<file path="config.mk">
export PLATFORM = sky130hd
export DESIGN_NAME = escalonador_chamadas
export DESIGN_NICKNAME = d
export VERILOG_FILES = /design/src/rtl/escalonador_chamadas.sv
export SDC_FILE = /design/constraint.sdc
export NUM_CORES = 1
export LEC_CHECK = 0
export ABC_CLOCK_PERIOD_IN_PS = 1950
export CORE_MARGIN = 2
export CORE_UTILIZATION = 28
export CTS_CLUSTER_SIZE = 14
export DETAILED_ROUTE_END_ITERATION = 8
export HOLD_SLACK_MARGIN = 0.12
export SYNTH_ARGS = -nofsm -noshare
export SYNTH_HDL_FRONTEND = slang
export SYNTH_SLANG_ARGS = --single-unit
</file>
<file path="constraint.sdc">
create_clock -name clock_in -period 1.95 [get_ports clock_in]
set_clock_uncertainty 0.05 [all_clocks]
set_input_delay 0.39 -clock clock_in [delete_from_list [all_inputs] [get_ports clock_in]]
set_output_delay 0.39 -clock clock_in [all_outputs]
set_load 0.1 [all_outputs]
</file>
<file path="src/rtl/escalonador_chamadas.sv">
// escalonador_chamadas: call scheduler for a four-floor car (IDLE -> MOVENDO -> PORTA).
// Optional macro PRIORIDADE_DIRECAO_EN selects direction-priority targeting instead of lowest floor.
module escalonador_chamadas #(
  parameter int unsigned TEMPO_PORTA = 8
) (
  input  logic       clock_in,
  input  logic       reset,
  input  logic [3:0] botoes,
  input  logic [1:0] andar,
  output logic [1:0] seletor_andar,
  output logic       porta_aberta,
  output logic [3:0] pedidos,
  output logic       ocupado
);

  typedef enum logic [1:0] {
    IDLE    = 2'd0,
    MOVENDO = 2'd1,
    PORTA   = 2'd2
  } estado_t;

  localparam logic [7:0] TIMER_CARGA = 8'(TEMPO_PORTA - 1);

  estado_t    estado;
  logic [7:0] timer;
  logic       direcao;
  logic [1:0] alvo;
  logic [3:0] andar_onehot;
  logic [3:0] mascara_set;
  logic [3:0] mascara_clr;
  logic       chegou;

`ifdef PRIORIDADE_DIRECAO_EN
  // Serve the current floor first, then keep going the way we were heading, else turn around.
  function automatic logic [1:0] escolhe_alvo(input logic [3:0] p, input logic [1:0] a,
                                               input logic dir);
    logic [1:0] acima;
    logic [1:0] abaixo;
    logic       tem_acima;
    logic       tem_abaixo;
    logic [1:0] r;
    acima      = 2'd0;
    abaixo     = 2'd0;
    tem_acima  = 1'b0;
    tem_abaixo = 1'b0;
    for (int i = 3; i >= 0; i--) begin
      if (p[i] && (2'(i) > a)) begin
        acima     = 2'(i);
        tem_acima = 1'b1;
      end else begin
        acima = acima;
      end
    end
    for (int i = 0; i < 4; i++) begin
      if (p[i] && (2'(i) < a)) begin
        abaixo     = 2'(i);
        tem_abaixo = 1'b1;
      end else begin
        abaixo = abaixo;
      end
    end
    if (p[a]) begin
      r = a;
    end else if (dir) begin
      r = tem_acima ? acima : abaixo;
    end else begin
      r = tem_abaixo ? abaixo : acima;
    end
    return r;
  endfunction

  assign alvo = escolhe_alvo(pedidos, andar, direcao);
`else
  function automatic logic [1:0] menor_pedido(input logic [3:0] p);
    logic [1:0] r;
    casez (p)
      4'b???1: r = 2'd0;
      4'b??10: r = 2'd1;
      4'b?100: r = 2'd2;
      4'b1000: r = 2'd3;
      default: r = 2'd0;
    endcase
    return r;
  endfunction

  assign alvo = menor_pedido(pedidos);
`endif

  assign ocupado = (estado != IDLE);

  // Request set/clear masks: own-floor presses are dropped during the dwell, arrival clears.
  always_comb begin
    andar_onehot = 4'b0001 << andar;
    chegou       = (estado == MOVENDO) && (andar == seletor_andar);
    if (estado == PORTA) begin
      mascara_set = botoes & ~andar_onehot;
    end else begin
      mascara_set = botoes;
    end
    if (chegou) begin
      mascara_clr = andar_onehot;
    end else begin
      mascara_clr = 4'b0000;
    end
  end

  // Scheduler state, pending calls, dwell timer and travel direction.
  always_ff @(posedge clock_in) begin
    if (reset) begin
      estado        <= IDLE;
      pedidos       <= 4'b0000;
      seletor_andar <= 2'b00;
      porta_aberta  <= 1'b0;
      timer         <= 8'd0;
      direcao       <= 1'b1;
    end else begin
      // Clear wins over a coincident press of the same floor.
      pedidos <= (pedidos | mascara_set) & ~mascara_clr;
      case (estado)
        IDLE: begin
          if (pedidos != 4'b0000) begin
            seletor_andar <= alvo;
            direcao       <= (alvo == andar) ? direcao : (alvo > andar);
            estado        <= MOVENDO;
          end
        end
        MOVENDO: begin
          if (chegou) begin
            porta_aberta <= 1'b1;
            timer        <= TIMER_CARGA;
            estado       <= PORTA;
          end
        end
        PORTA: begin
          if (timer == 8'd0) begin
            porta_aberta <= 1'b0;
            estado       <= IDLE;
          end else begin
            timer <= timer - 8'd1;
          end
        end
        default: begin
          porta_aberta <= 1'b0;
          estado       <= IDLE;
        end
      endcase
    end
  end

endmodule

</file>
==> Word level (Yosys, flattened, before mapping) <==
Cells that the tools add are included.
{ "classes": {"n_div": 0, "bitwise": 6, "order_cmp": 0, "muxes": 13, "eq_ne": 10, "shifts": 1, "add_sub_neg": 1, "n_mul": 0, "n_reduce_logical": 10} }
{ "ops": {"columns": ["operator", "n"], "rows": [
  ["two-way mux 8 bit", 2],
  ["case mux 8 bit (2 select lines)", 1],
  ["case mux 2 bit (3 select lines)", 2],
  ["AND reduction 3 bit", 3],
  ["bitwise AND 4 bit", 2],
  ["zero test 8 bit", 1],
  ["two-way mux 4 bit", 2],
  ["inverter 4 bit", 2],
  ["subtractor 8 x 1 -> 8 bit, second input constant", 1],
  ["two-way mux 2 bit", 3],
  ["inequality test 2 bit, second input constant", 3],
  ["== test 2 bit, second input constant", 2],
  ["== test 4 bit, second input constant", 1],
  ["bitwise OR 4 bit", 1],
  ["nonzero test 2 bit", 2],
  ["nonzero test 4 bit", 1],
  ["left shift 1 x 2 -> 4 bit, first input constant", 1],
  ["== test 3 bit, second input constant", 1],
  ["case mux 1 bit (3 select lines)", 1],
  ["== test 2 x 1 -> 1 bit, second input constant", 1],
  ["== test 2 bit", 1],
  ["zero test 2 bit", 1],
  ["two-way mux 1 bit", 2],
  ["inequality test 2 x 1 -> 1 bit, second input constant", 1],
  ["other kinds (3)", 3]
]} }
{ "totals": {"latchBits": 0, "input_bits": 8, "reg_bits": 17, "out_inout_bits": 8, "mem_bits_ro": 0, "word_cells": 46, "ramBits": 0, "mem_count": 0} }

==> Depth between registers and ports, before layout <==
Gate-level depths: netlist (run 1).
{ "logic_depth": {"ltp_word": 6, "mapped_depth": 6, "ltp_nobuf": 6} }

==> Worst setup path after synthesis (run 1) <==
No wires, ideal clock.
{ "synth_path": {"path_type": "reg2reg", "from": "register seletor_andar[1]", "to": "register porta_aberta", "required_time_ns": 1.833, "path_buffers": 1, "arrival_time_ns": 1.889, "path_slack_ns": -0.057, "period_less_slack_ns": 2.007, "path_stages_with_launch": 6, "setup_ns": 0.067, "path_cell_list": "dfxtp_1 -> xnor2_1 -> and3_1 -> clkbuf_1 -> o22ai_1 -> nor2_1"} }
{ "synth_between": {"elab_chain_cells": 4} }
{ "synth_lines": {"columns": ["item", "line", "source"], "rows": [
  ["from (decl)", "10", "output logic [1:0] seletor_andar,"],
  ["from (signal assigned)", "122", "seletor_andar <= alvo;"],
  ["== test 2 bit", "94", "chegou = (estado == MOVENDO) && (andar == seletor_andar);"],
  ["logical AND 1 bit", "94", null],
  ["inequality test 2 bit (no line)", null, null],
  ["AND reduction 3 bit (no line)", null, null],
  ["to (signal assigned)", "113", "porta_aberta <= 1'b0;"],
  ["to (signal assigned)", "129", "porta_aberta <= 1'b1;"],
  ["to (signal assigned)", "136", "porta_aberta <= 1'b0;"],
  ["to (decl)", "11", "output logic porta_aberta,"]
]} }
No other way between the ends.
A chain may end at the register's enable or synchronous reset.

==> Final worst setup path (run 1) <==
{ "layout_path": {"from": "register timer[0]", "to": "register timer[1]"} }
{ "layout_between": {"elab_chain_cells": 3, "word_cells_on_any_way": 6, "classes_between": "add/sub: 1; eq/ne: 1; mux: 2; reduce/logical: 2"} }
{ "layout_lines": {"columns": ["item", "line", "source"], "rows": [
  ["from (decl)", "25", "logic [7:0] timer;"],
  ["from (signal assigned)", "139", "timer <= timer - 8'd1;"],
  ["subtractor 8 x 1 -> 8 bit / zero test 8 bit (equally long branches)", "139, 135", null],
  ["two-way mux 8 bit / inequality test 2 bit (equally long branches)", null, null],
  ["case mux 8 bit (2 select lines) / AND reduction 3 bit (equally long branches)", null, null]
]} }
Several ways; a longest one is shown, not always the timed one. The select of a mux whose other input is x is not followed.

==> results.md, run 1 <==
- The flow ran to the end, and the final reports show no timing, DRC or antenna violations.
- The first-pass iteration count of the detailed router is 4.
- Derived from the worst setup path, the maximum achievable clock frequency is 0.565 GHz.
- Summing all placed instances gives a cell area of 1100 um2.
- For flop-to-flop paths, the worst setup slack is 180 ps.
- In the final layout, the share of cells above drive strength 1 is 0.229.
- The signal on the critical path passes through inv_1 -> ha_1 -> nor3b_2 -> a311oi_2 -> nor2_1 -> a221oi_1.
- STA puts the critical path data arrival time at 1920 ps.
- Post-CTS timing repair inserted 0 buffers for setup.
- The maximum vdd ir drop is 0.000512 V.
- For this configuration, the core starts out at a cell density of 0.300.
- The combinational family with the most area after synthesis is simple AND/OR/NAND/NOR gates.
- The DRC violation count after routing is 0.
- In this run, synthesis produced a sequential element count of 17.
- The xor and xnor area share after synthesis is 0.0310.
- The register area share after synthesis is 0.401.
- The cell area that synthesis handed to floorplanning was 848 um2.
- Of the total synthesized cell area, the portion taken by full adders, half adders and majority gates is 0.0295.
- The worst endpoint required time is 2090 ps.
- The final core utilization is 0.398.
- The final-report hold violation count came to 0.
- Setup violations remaining at the end of the flow were counted as 0.
- The TritonCTS clock tree is yes.
- The number of max-capacitance violations reported is 0.
- Clock-pin slew was measured on the worst setup and hold paths at 100 ps.
- The layout overhead on the synthesized area is 32.9%.
- Hold repair after CTS inserted 0 buffers.
- At the pin with the least slew margin, the transition time is 427 ps.
- The class of the most critical setup path is reg2reg.
- The TritonCTS buffer count is 3.
- The total clock sinks is 17.
- Dividing total power by cell area gives a power density of 867 nW/um2.
- The floorplan step set the die height to 59.0 um.
- The highest net fanout along the worst path is 6.
- Setup repair after global routing left no endpoint under its margin.
- The library cell used most frequently in the layout, excluding fill and tap cells, is sky130_fd_sc_hd__dfxtp_1.
- The overall power consumption is 978 uW.
- The complex-gate fraction of the synthesized area is 0.186.
- The maximum number of pins on one net before global-route repair is 18.
- The number of max-slew violations in the final report is 0.
- After global routing the overflow that remains totals 0.
- For this run, the total global-route usage over all layers was measured as 0.129.
- The number of antenna violations at the first check in global routing is 0.
- The residual antenna-violating net count after detailed routing is 0.
- In this run the static leakage power is approximately 0.42 nW.
- The via count of the first global-routing pass is 779.
- The worst pin sits at a relative slew slack of 0.714.
- The largest buffer count on any clock path is 2.
- The synthesized instance count is a little under 100.
- After synthesis, the netlist uses 32 different library cells.
- The die covers roughly 3500 um2.
- The floorplan row count is 19.
- The width of the die is 59.0 um.
- Once detailed placement completed, the half-perimeter wirelength came to 1440 um.
- For the worst-skew pair, the clock arrives at the later sink with an insertion delay of 280 ps.
- Measured against the total synthesized area, the mux share comes to 0.0354.
- The global-route wire length before repair is 3390 um.
- In the final design database the tool counted 129 nets.
- The number of placed I/O pins is 16.
- The final weighted congestion of routability-driven global placement is 0.863.
- The routed design has 1960 um of wire.
- The total vias in the final route is 782.
- The class of the worst hold path is reg2reg.
- Port buffering added 15 buffers.
- For this run, the slowest stage of the critical path takes roughly 370 ps.
- In this run the number of H-tree levels came out at 1.
- The total of cells resized after clock tree synthesis is 0.
- For the final routed database, the setup TNS stands at 0 ps.
- The slowest stage of the critical path belongs to the cell sky130_fd_sc_hd__dfxtp_1.
- The launching element type of the critical path is a register.
- The finished cells cover 1130 um2.
- The library cells used most frequently in the layout, excluding fill and tap cells, are 15 x sky130_fd_sc_hd__dfxtp_1, 14 x sky130_fd_sc_hd__nor2_1, 12 x sky130_fd_sc_hd__a21oi_1.
- In this run the clock root is driven by a sky130_fd_sc_hd__clkbuf_4.
- The detailed router's first-iteration violation count is 28.
- 0 antenna diodes ended up in the layout.
- The routed wirelength normalized by instance count is around 13 um.
- Dividing the synthesized area by the synthesized cell count gives 8.57 um2.
- STA classifies the critical path endpoint as a register.
- The total nets after synthesis is 109.
- The region available for standard cell placement spans 2830 um2.
- Of the available clock period, the critical path in the final layout requires 0.908.
- Of the total synthesized cell area, the portion taken by AND, OR, NAND and NOR gates is 0.271.
- The via density per instance is between 5 and 6.
- The number of synthesis warnings is 0.
- The shortest clock period the worst path allows after layout is 1770 ps.
## power by group
part	total [mW]	switching (mW)	leakage [nW]	internal, mW
combinational	0.379	0.248	0.266	0.131
clock	0.182	0.106	0.0177	0.0761
sequential	0.416	0.0381	0.140	0.378
## synth_stat cells
library cell               instances  share of area
sky130_fd_sc_hd__xnor2_1           3          0.031
sky130_fd_sc_hd__nor2b_2           1          0.010
sky130_fd_sc_hd__nor2_1           14          0.062
sky130_fd_sc_hd__nand3b_1          1         0.0089
sky130_fd_sc_hd__or4b_4            1          0.016
sky130_fd_sc_hd__a211oi_1          3          0.027
sky130_fd_sc_hd__or2_1             1         0.0074
sky130_fd_sc_hd__and3_1            1         0.0074
sky130_fd_sc_hd__or3_1             1         0.0074
sky130_fd_sc_hd__mux2i_1           3          0.035
sky130_fd_sc_hd__nor4_2            2          0.029
sky130_fd_sc_hd__nand2_1           5          0.022
sky130_fd_sc_hd__nor4_1            1         0.0074
sky130_fd_sc_hd__a211oi_2          1          0.015
sky130_fd_sc_hd__inv_1             5          0.022
sky130_fd_sc_hd__ha_1              2          0.029
sky130_fd_sc_hd__a21o_1            1         0.0089
sky130_fd_sc_hd__nand3_1           1         0.0059
sky130_fd_sc_hd__o21ai_1           1         0.0059
sky130_fd_sc_hd__nor2b_1           2          0.015
sky130_fd_sc_hd__nor3b_2           1          0.015
sky130_fd_sc_hd__a221oi_1          1          0.010
sky130_fd_sc_hd__a311oi_2          1          0.018
sky130_fd_sc_hd__a311oi_1          1          0.010
sky130_fd_sc_hd__dfxtp_1          17           0.40
sky130_fd_sc_hd__a2111o_1          1          0.013
sky130_fd_sc_hd__clkbuf_1          4          0.018
sky130_fd_sc_hd__nor3_1            8          0.047
sky130_fd_sc_hd__o22ai_1           1         0.0074
sky130_fd_sc_hd__buf_2             1         0.0059
sky130_fd_sc_hd__and2b_2           1          0.010
sky130_fd_sc_hd__a21oi_1          12          0.071
## worst max-delay path, delay by kind of cell (launching register included)
family          cells  cell delay (ps)
flops               1              370
fa+ha+maj           1              210
simple gates        2              340
compound gates      2              630
buf+inv             1               80
## per-layer routing
metal / vias up / track usage / share of wire
met2: 27 / 0.205 / 0.48
met5: - / 0 / 0
met3: 0 / 0.0393 / 0.065
li1: 390 / - / -
met1: 365 / 0.161 / 0.45
met4: 0 / 0.0584 / 0
## state kept, by name, summed over array words and instances, names as in the netlist
register	cells
estado	2
pedidos	4
porta_aberta	1
seletor_andar	2
timer	8
## logic make-up (layout without fill, tap and decap cells)
kind of cell,count (synthesis),after routing
XOR/XNOR,3,3
buffers and inverters,10,29
AND/OR/NAND/NOR,41,41
adder cells (fa/ha/maj),2,2
flip-flops,17,17
AO/OA/AOI/OAI,23,23
multiplexers,3,3
## through the flow
stage | setup slack [ps] | hold WS [ps] | cells
6_report | 179 | 469 | 149
5_1_grt | 32.9 | 481 | 149
4_1_cts | 179 | 470 | 149
3_5_place_dp | 69.9 | 451 | 145
3_3_place_gp | 156 | 449 | 145
2_1_floorplan | 36.7 | 435 | 99
## final timing paths
check                   start               end  cells after the start
max reg2reg          timer[0]          timer[1]                      6
max                  timer[0]          timer[1]                      6
min          seletor_andar[0]  seletor_andar[0]                      2
min reg2reg  seletor_andar[0]  seletor_andar[0]                      2
## area by class of cell
class | instances | area (um2)
clock inverter | 1 | 5.00
timing repair buffer | 20 | 230
clock buffer | 3 | 22.5
fill | 280 | 1700
sequential | 17 | 343
multi-input combinational | 72 | 469
tap | 31 | 38.8
inverter | 5 | 18.8
Power figures use the tool's default switching activity.
==> inputs of run 2 (changes only) <==
--- a/config.mk
+++ b/config.mk
@@ -7,10 +7,11 @@
 export LEC_CHECK = 0
 export ABC_CLOCK_PERIOD_IN_PS = 1950
 export CORE_MARGIN = 2
-export CORE_UTILIZATION = 28
+export CORE_UTILIZATION = 44
 export CTS_CLUSTER_SIZE = 14
 export DETAILED_ROUTE_END_ITERATION = 8
 export HOLD_SLACK_MARGIN = 0.12
+export PLACE_DENSITY = 0.69
 export SYNTH_ARGS = -nofsm -noshare
 export SYNTH_HDL_FRONTEND = slang
 export SYNTH_SLANG_ARGS = --single-unit
==> run 2 against run 1 <==
Worst setup slack worse by 20 ps; cell count down 3.4%; die area is 34% lower; sequential power about the same; critical endpoint unchanged.
==> results.md, run 2 (synthesized netlist as in run 1, its figures left out) <==
- The run finished with clean final reports.
- The total power divided by cell area is 879 nW/um2.
- For this configuration, the core starts out at a cell density of 0.481.
- Headroom to the max-slew limit came out at 0.693.
- Setup repair after global routing left no endpoint under its margin.
- 0 antenna diodes ended up in the layout.
- In the layout the commonest cells are 15 x sky130_fd_sc_hd__dfxtp_1, 14 x sky130_fd_sc_hd__nor2_1, 12 x sky130_fd_sc_hd__a21oi_1.
- The flip-flop count of the largest register after layout is 8.
- After detailed routing, the average wire length per cell comes to 13.5 um.
- Using the TritonRoute via totals, the vias-per-cell ratio works out to 5.26.
- The number of placed I/O pins is 16.
- The number of max-slew violations in the final report is 0.
- Of the available clock period, the critical path in the final layout requires 0.919.
- The layout overhead on the synthesized area is 32.7%.
- The area of the die is 2300 um2.
- The number of cells on the worst reg-to-reg path is 6.
- The die boundary height is around 48 um.
- The routed layout has 757 vias.
- In this run the number of H-tree levels came out at 1.
- The pre-antenna-repair detailed-routing pass consisted of 4 iterations.
- The slew at the pin closest to its max-slew limit is 458 ps.
- In the final layout, the share of cells above drive strength 1 is 0.227.
- Across all register-to-register paths, the minimum setup slack is 160 ps.
- The global-route wire length before repair is ~3100 um.
- The number of antenna violations at the first check in global routing is 0.
- CTS placed an instance of sky130_fd_sc_hd__clkbuf_4 at the clock tree root.
- The leakage component of the power is roughly 0.43 nW.
- The capture point of the worst reg-to-reg path is timer[1].
- IR analysis of the VDD net gives a maximum drop of 0.000658 V.
- The worst flop-to-flop path startpoint is timer[0].
- The worst hold path was traced through 2 stages.
- The critical path endpoint category is a register.
- The min-delay analysis places its worst path in the category reg2reg.
- At the worst endpoint, the required time is 2100 ps.
- Buffers inserted to repair hold after CTS numbered 0.
- The shortest clock period the worst path allows after layout is about 1800 ps.
- The library cell used most frequently in the layout, excluding fill and tap cells, is sky130_fd_sc_hd__dfxtp_1.
- After legalization and detailed placement, the total HPWL measured between 1000 and 1500 um.
- Across the run, the number of max-cap violations was 0.
- The count of buffers added by post-CTS timing repair for setup is 0.
- At the end of routability-driven placement, the weighted congestion stood at 0.758.
- The worst setup path is launched from a register.
- Along the worst path, the maximum fanout reaches 6.
- TritonCTS built the clock tree.
- Counting along the longest clock path gives a buffer depth of 2.
- Setup violations remaining at the end of the flow were counted as 0.
- The largest registers in the layout are timer x8, pedidos x4.
- The detailed router finished its first iteration with 11 violations.
- The critical path arrival is 1940 ps.
- The total negative setup slack is 0 ps.
- The count of buffers added on input and output ports is 15.
- From left edge to right edge, the die measures 47.9 um.
- The clock latency at the later pin of the worst-skew pair is 290 ps.
- The final-report hold violation count is 0.
- The endpoint of the worst setup timing path is timer[1].
- CTS saw 17 sinks.
- The count of fill cells added during filler insertion is 180.
- The most critical setup path has its startpoint at timer[0].
- Entering global routing, the biggest net connects 18 pins.
- The overall power consumption is 990 uW.
- The total of cells resized after clock tree synthesis is 0.
- The final instance count without filler cells is about 140.
- The via count of the first global-routing pass was roughly 750.
- The combined global-route utilization of all metal layers is 0.198.
- The count of nets left with antenna violations once routing finished came out at 0.
- The minimum hold slack is 466 ps.
- In this run the standard cell core region covers roughly 1800 um2.
- The class of the most critical setup path is reg2reg.
- The register with the most flip-flops in the final layout is timer.
- After detailed routing, the number of remaining DRC violations is 0.
- After clock tree synthesis, the clock-pin slew on the worst setup and hold paths is 100 ps.
- For this run, the top clock speed supported by timing is 0.558 GHz.
- After the last flow step, the layout net total stands at 130.
- The TritonCTS buffer count is 3.
- For this run the aggregate overflow at the end of global routing stands at 0.
- The post-placement cell count is 140.
- The total wire length is 1940 um.
- The floorplan row count is 15.
-- run 2: worst max-delay path: stages, from the launching register on --
cell	delay, ps
sky130_fd_sc_hd__dfxtp_1	370
sky130_fd_sc_hd__inv_1	80
sky130_fd_sc_hd__ha_1	210
sky130_fd_sc_hd__nor3b_2	200
sky130_fd_sc_hd__a311oi_2	380
sky130_fd_sc_hd__nor2_1	140
sky130_fd_sc_hd__a221oi_1	270
-- run 2: where the power goes --
group	switching, mW	internal [mW]	leakage (nW)	total (mW)
sequential	0.0381	0.378	0.140	0.416
combinational	0.249	0.134	0.271	0.383
clock	0.111	0.0795	0.0150	0.190
total	0.398	0.592	0.426	0.990
-- run 2: per-stage QoR --
stage	setup slack (ps)	area, um2	utilization
global placement	219	1100	0.623
floorplan	36.7	851	-
finish	159	1130	0.638
detailed placement	153	1100	0.623
CTS	157	1130	0.638
global route	6.68	1130	0.638
-- run 2: cell type report --
type / count / area [um2] / share of cell area
clock buffer: 4 / 26.3 / 0.0233
inverter: 5 / 18.8 / 0.0167
multi-input combinational: 72 / 469 / 0.417
sequential: 17 / 343 / 0.304
tap: 25 / 31.3 / 0.0278
timing repair buffer: 21 / 238 / 0.211
-- run 2: per-layer routing --
layer | part of all wire | vias up | GRT usage
li1 | - | 392 | -
met1 | 0.47 | 352 | 0.254
met2 | 0.49 | 11 | 0.312
met3 | 0.027 | 2 | 0.0491
met4 | 0.0067 | 0 | 0.0919
met5 | 0 | - | 0
-- run 2: how the worst min path moves through the flow --
stage | start | endpoint
2_1_floorplan | timer[0] | timer[0]
3_3_place_gp | seletor_andar[0] | seletor_andar[0]
3_5_place_dp | seletor_andar[0] | seletor_andar[0]
4_1_cts | seletor_andar[0] | seletor_andar[0]
5_1_grt | seletor_andar[0] | seletor_andar[0]
6_report | seletor_andar[1] | seletor_andar[1]
==> inputs of run 3 (changes only) <==
--- a/config.mk
+++ b/config.mk
@@ -5,13 +5,13 @@
 export SDC_FILE = /design/constraint.sdc
 export NUM_CORES = 1
 export LEC_CHECK = 0
-export ABC_CLOCK_PERIOD_IN_PS = 1950
+export ABC_CLOCK_PERIOD_IN_PS = 2150
 export CORE_MARGIN = 2
 export CORE_UTILIZATION = 44
 export CTS_CLUSTER_SIZE = 14
 export DETAILED_ROUTE_END_ITERATION = 8
 export HOLD_SLACK_MARGIN = 0.12
-export PLACE_DENSITY = 0.69
+export PLACE_DENSITY_LB_ADDON = 0.08
 export SYNTH_ARGS = -nofsm -noshare
 export SYNTH_HDL_FRONTEND = slang
 export SYNTH_SLANG_ARGS = --single-unit
==> constraint.sdc (replaced) <==
create_clock -name clock_in -period 2.15 [get_ports clock_in]
set_clock_uncertainty 0.05 [all_clocks]
set_input_delay 0.43 -clock clock_in [delete_from_list [all_inputs] [get_ports clock_in]]
set_output_delay 0.43 -clock clock_in [all_outputs]
set_load 0.1 [all_outputs]
==> run 3 against run 2 <==
Core utilization is 5.1 points lower; sequential share of layout area is 2.4 points higher; sequential cell count stayed put; first-iteration DRC count is 45% higher; worst setup slack better by 210 ps; cell count is 3.5% lower; critical endpoint unchanged; worst hold slack better by 5.1 ps; clock power is 9% lower; design area is 8.0% lower; clock-buffer cell count stayed put; highest routed layer unchanged; via count is 0.92% higher; register-to-register slack better by 210 ps.
==> results.md, run 3 (synthesized netlist as in run 1, its figures left out) <==
- The flow ran to the end, and the final reports show no timing, DRC or antenna violations.
- In this run the vertical extent of the chip is 47.9 um.
- The max-slew headroom at the worst pin is 0.564.
- In the routed design, unresolved DRC markers number 0.
- The area growth from synthesis to layout is 22.1%.
- The first global-routing pass estimated 2810 um of wire.
- In this run the critical register-to-register path is captured at timer[1].
- After clock tree synthesis, the clock-pin slew on the worst setup and hold paths is 100 ps.
- The proportion of total power due to net switching is 0.408.
- The slack of the worst reg-to-reg path is 370 ps.
- The final instance count without filler cells is 139.
- For this configuration, the core starts out at a cell density of 0.481.
- The congestion estimate from routability-driven global placement came to 0.738.
- Of the total power, the clock network draws 0.199.
- In this run the power density over the cells is 838 nW/um2.
- The total clock sinks is 17.
- After clock tree synthesis, the flow added hold-fix buffers numbering 0.
- The number of antenna violations at the first check in global routing is 0.
- The combined global-route utilization of all metal layers is 0.181.
- The die is 47.9 um wide.
- Summed over all layers, the global routing overflow is 0.
- The count of buffers added by post-CTS timing repair for setup is 0.
- The leakage component of the power is 0.386 nW.
- Along the worst hold path, the cell count comes to 2.
- The most critical setup path has its endpoint at timer[1].
- The switching power total is 354 uW.
- The worst flop-to-flop path startpoint is timer[0].
- The critical path arrival is ~1900 ps.
- Once layout is complete, the utilization of the core stands at 0.587.
- The worst setup path is launched from a register.
- The via count of the first global-routing pass is roughly 620.
- Across the VDD grid, the largest voltage drop is about 0.00049 V.
- Measured in cells, the most critical reg-to-reg path has a length of 6.
- Max-cap violations in this run came to 0.
- CTS built an H-tree with a depth of 1.
- After clock tree synthesis, the repair step resized 0 gates.
- The filler cells instantiated in the layout total 162.
- The repair_antennas step left the layout with diodes totalling 0.
- Of the total power, combinational logic draws 0.370.
- In this run the worst path has a maximum fanout of 6.
- For the worst setup path, the data required time is about 2300 ps.
- The largest registers in the layout are timer x8, pedidos x4.
- The area of the die is around 2300 um2.
- The HPWL after detailed placement is 1350 um.
- The proportion of layout cells with a drive suffix above 1 is 0.175.
- Derived from the worst setup path, the maximum achievable clock frequency is 0.561 GHz.
- The final-report hold violation count was 0.
- The worst path in the final design needs a cycle of 1780 ps, including I/O delays and setup.
- Setup repair after global routing left no endpoint under its margin.
- The class of the most critical setup path is reg2reg.
- At the pin with the least slew margin, the transition time is 651 ps.
- The TritonCTS clock tree is yes.
- Before antenna repair, the detailed router went through 4 iterations.
- The number of max-slew violations in the final report came to 0.
- The total wire length is about 1800 um.
- Counting along the longest clock path gives a buffer depth of 2.
- The class of the worst hold path is reg2reg.
- Internal power comes to just over 500 uW.
- The residual antenna-violating net count after detailed routing is 0.
- The worst setup path startpoint is timer[0].
- Counting the buffers created by CTS gives 3.
- The detailed router's first-iteration violation count is 16.
- The number of placed instances, taps included, is 135.
- Leaving out fill and tap cells, the most frequent cell in the layout is sky130_fd_sc_hd__dfxtp_1.
- The placeable core region is 1760 um2.
- The library cell used as clock root buffer is sky130_fd_sc_hd__clkbuf_4.
- The total vias in the final route is 764.
- The routed wirelength normalized by instance count is 13.1 um.
- The period utilization is 0.829.
- The register with the most flip-flops in the layout has 8 of them.
- Ranked by flip-flop count, first place goes to timer.
- The critical path endpoint category is a register.
- The floorplan has 15 rows.
- The total negative setup slack is 0 ps.
- During placement, the flow inserted port buffers numbering 15.
- The clock reaches the later pin of the worst-skew pair after 290 ps.
- The number of placed I/O pins is 16.
- Entering global routing, the biggest net connects 18 pins.
- After the last flow step, the layout net total stands at 125.
- After detailed routing, the number of vias per cell comes to 5.50.
- Of the total power, registers draw 0.430.
- The number of setup violations in the final report is 0.
- In the layout the commonest cells are 17 x sky130_fd_sc_hd__dfxtp_1, 14 x sky130_fd_sc_hd__nor2_1, 12 x sky130_fd_sc_hd__a21oi_1.
run 3: changes by cell type in the layout (fill, tap and decap cells not counted), sizes merged:
cell	before	now
buf	14	9
run 3: area by class of cell:
cell class / instances / area (um2) / area share
Multi-Input combinational cell: 72 / 469 / 0.453
Sequential cell: 17 / 340 / 0.329
Timing Repair Buffer: 16 / 150 / 0.145
Tap cell: 25 / 31.3 / 0.0302
Clock buffer: 4 / 26.3 / 0.0254
Inverter: 5 / 18.8 / 0.0181
run 3: metal layers:
layer | track usage | part of all wire | up-vias
li1 | - | - | 386
met1 | 0.257 | 0.48 | 360
met2 | 0.251 | 0.46 | 16
met3 | 0.0755 | 0.052 | 2
met4 | 0.0486 | 0.0066 | 0
met5 | 0 | 0 | -
run 3: power by group through the flow:
stage / logic [mW] / registers [mW] / clock network, mW
floorplan: 0.148 / 0.471 / 0
global placement: 0.319 / 0.380 / 0
detailed placement: 0.320 / 0.381 / 0
CTS: 0.322 / 0.373 / 0.180
global route: 0.340 / 0.378 / 0.191
finish: 0.322 / 0.373 / 0.173
run 3: worst max-delay path: stages (launching register included):
cell and delay [ps]:
sky130_fd_sc_hd__dfxtp_1 370, sky130_fd_sc_hd__inv_1 80, sky130_fd_sc_hd__ha_1 220, sky130_fd_sc_hd__nor3b_2 200, sky130_fd_sc_hd__a311oi_2 390, sky130_fd_sc_hd__nor2_1 140
sky130_fd_sc_hd__a221oi_1 240
run 3: worst min path at each step:
stage | startpoint | end | slack, ps
global placement | porta_aberta | porta_aberta | 450
floorplan | timer[0] | timer[0] | 440
global route | porta_aberta | porta_aberta | 490
detailed placement | porta_aberta | porta_aberta | 450
CTS | porta_aberta | porta_aberta | 470
finish | porta_aberta | porta_aberta | 470
run 3: metrics by stage:
stage	setup slack, ps	cell area, um2	hold WS, ps	power [mW]
floorplan	143	848	435	0.619
global placement	178	1010	453	0.699
detailed placement	125	1010	451	0.701
CTS	367	1040	472	0.875
global route	239	1040	492	0.909
finish	368	1040	471	0.868
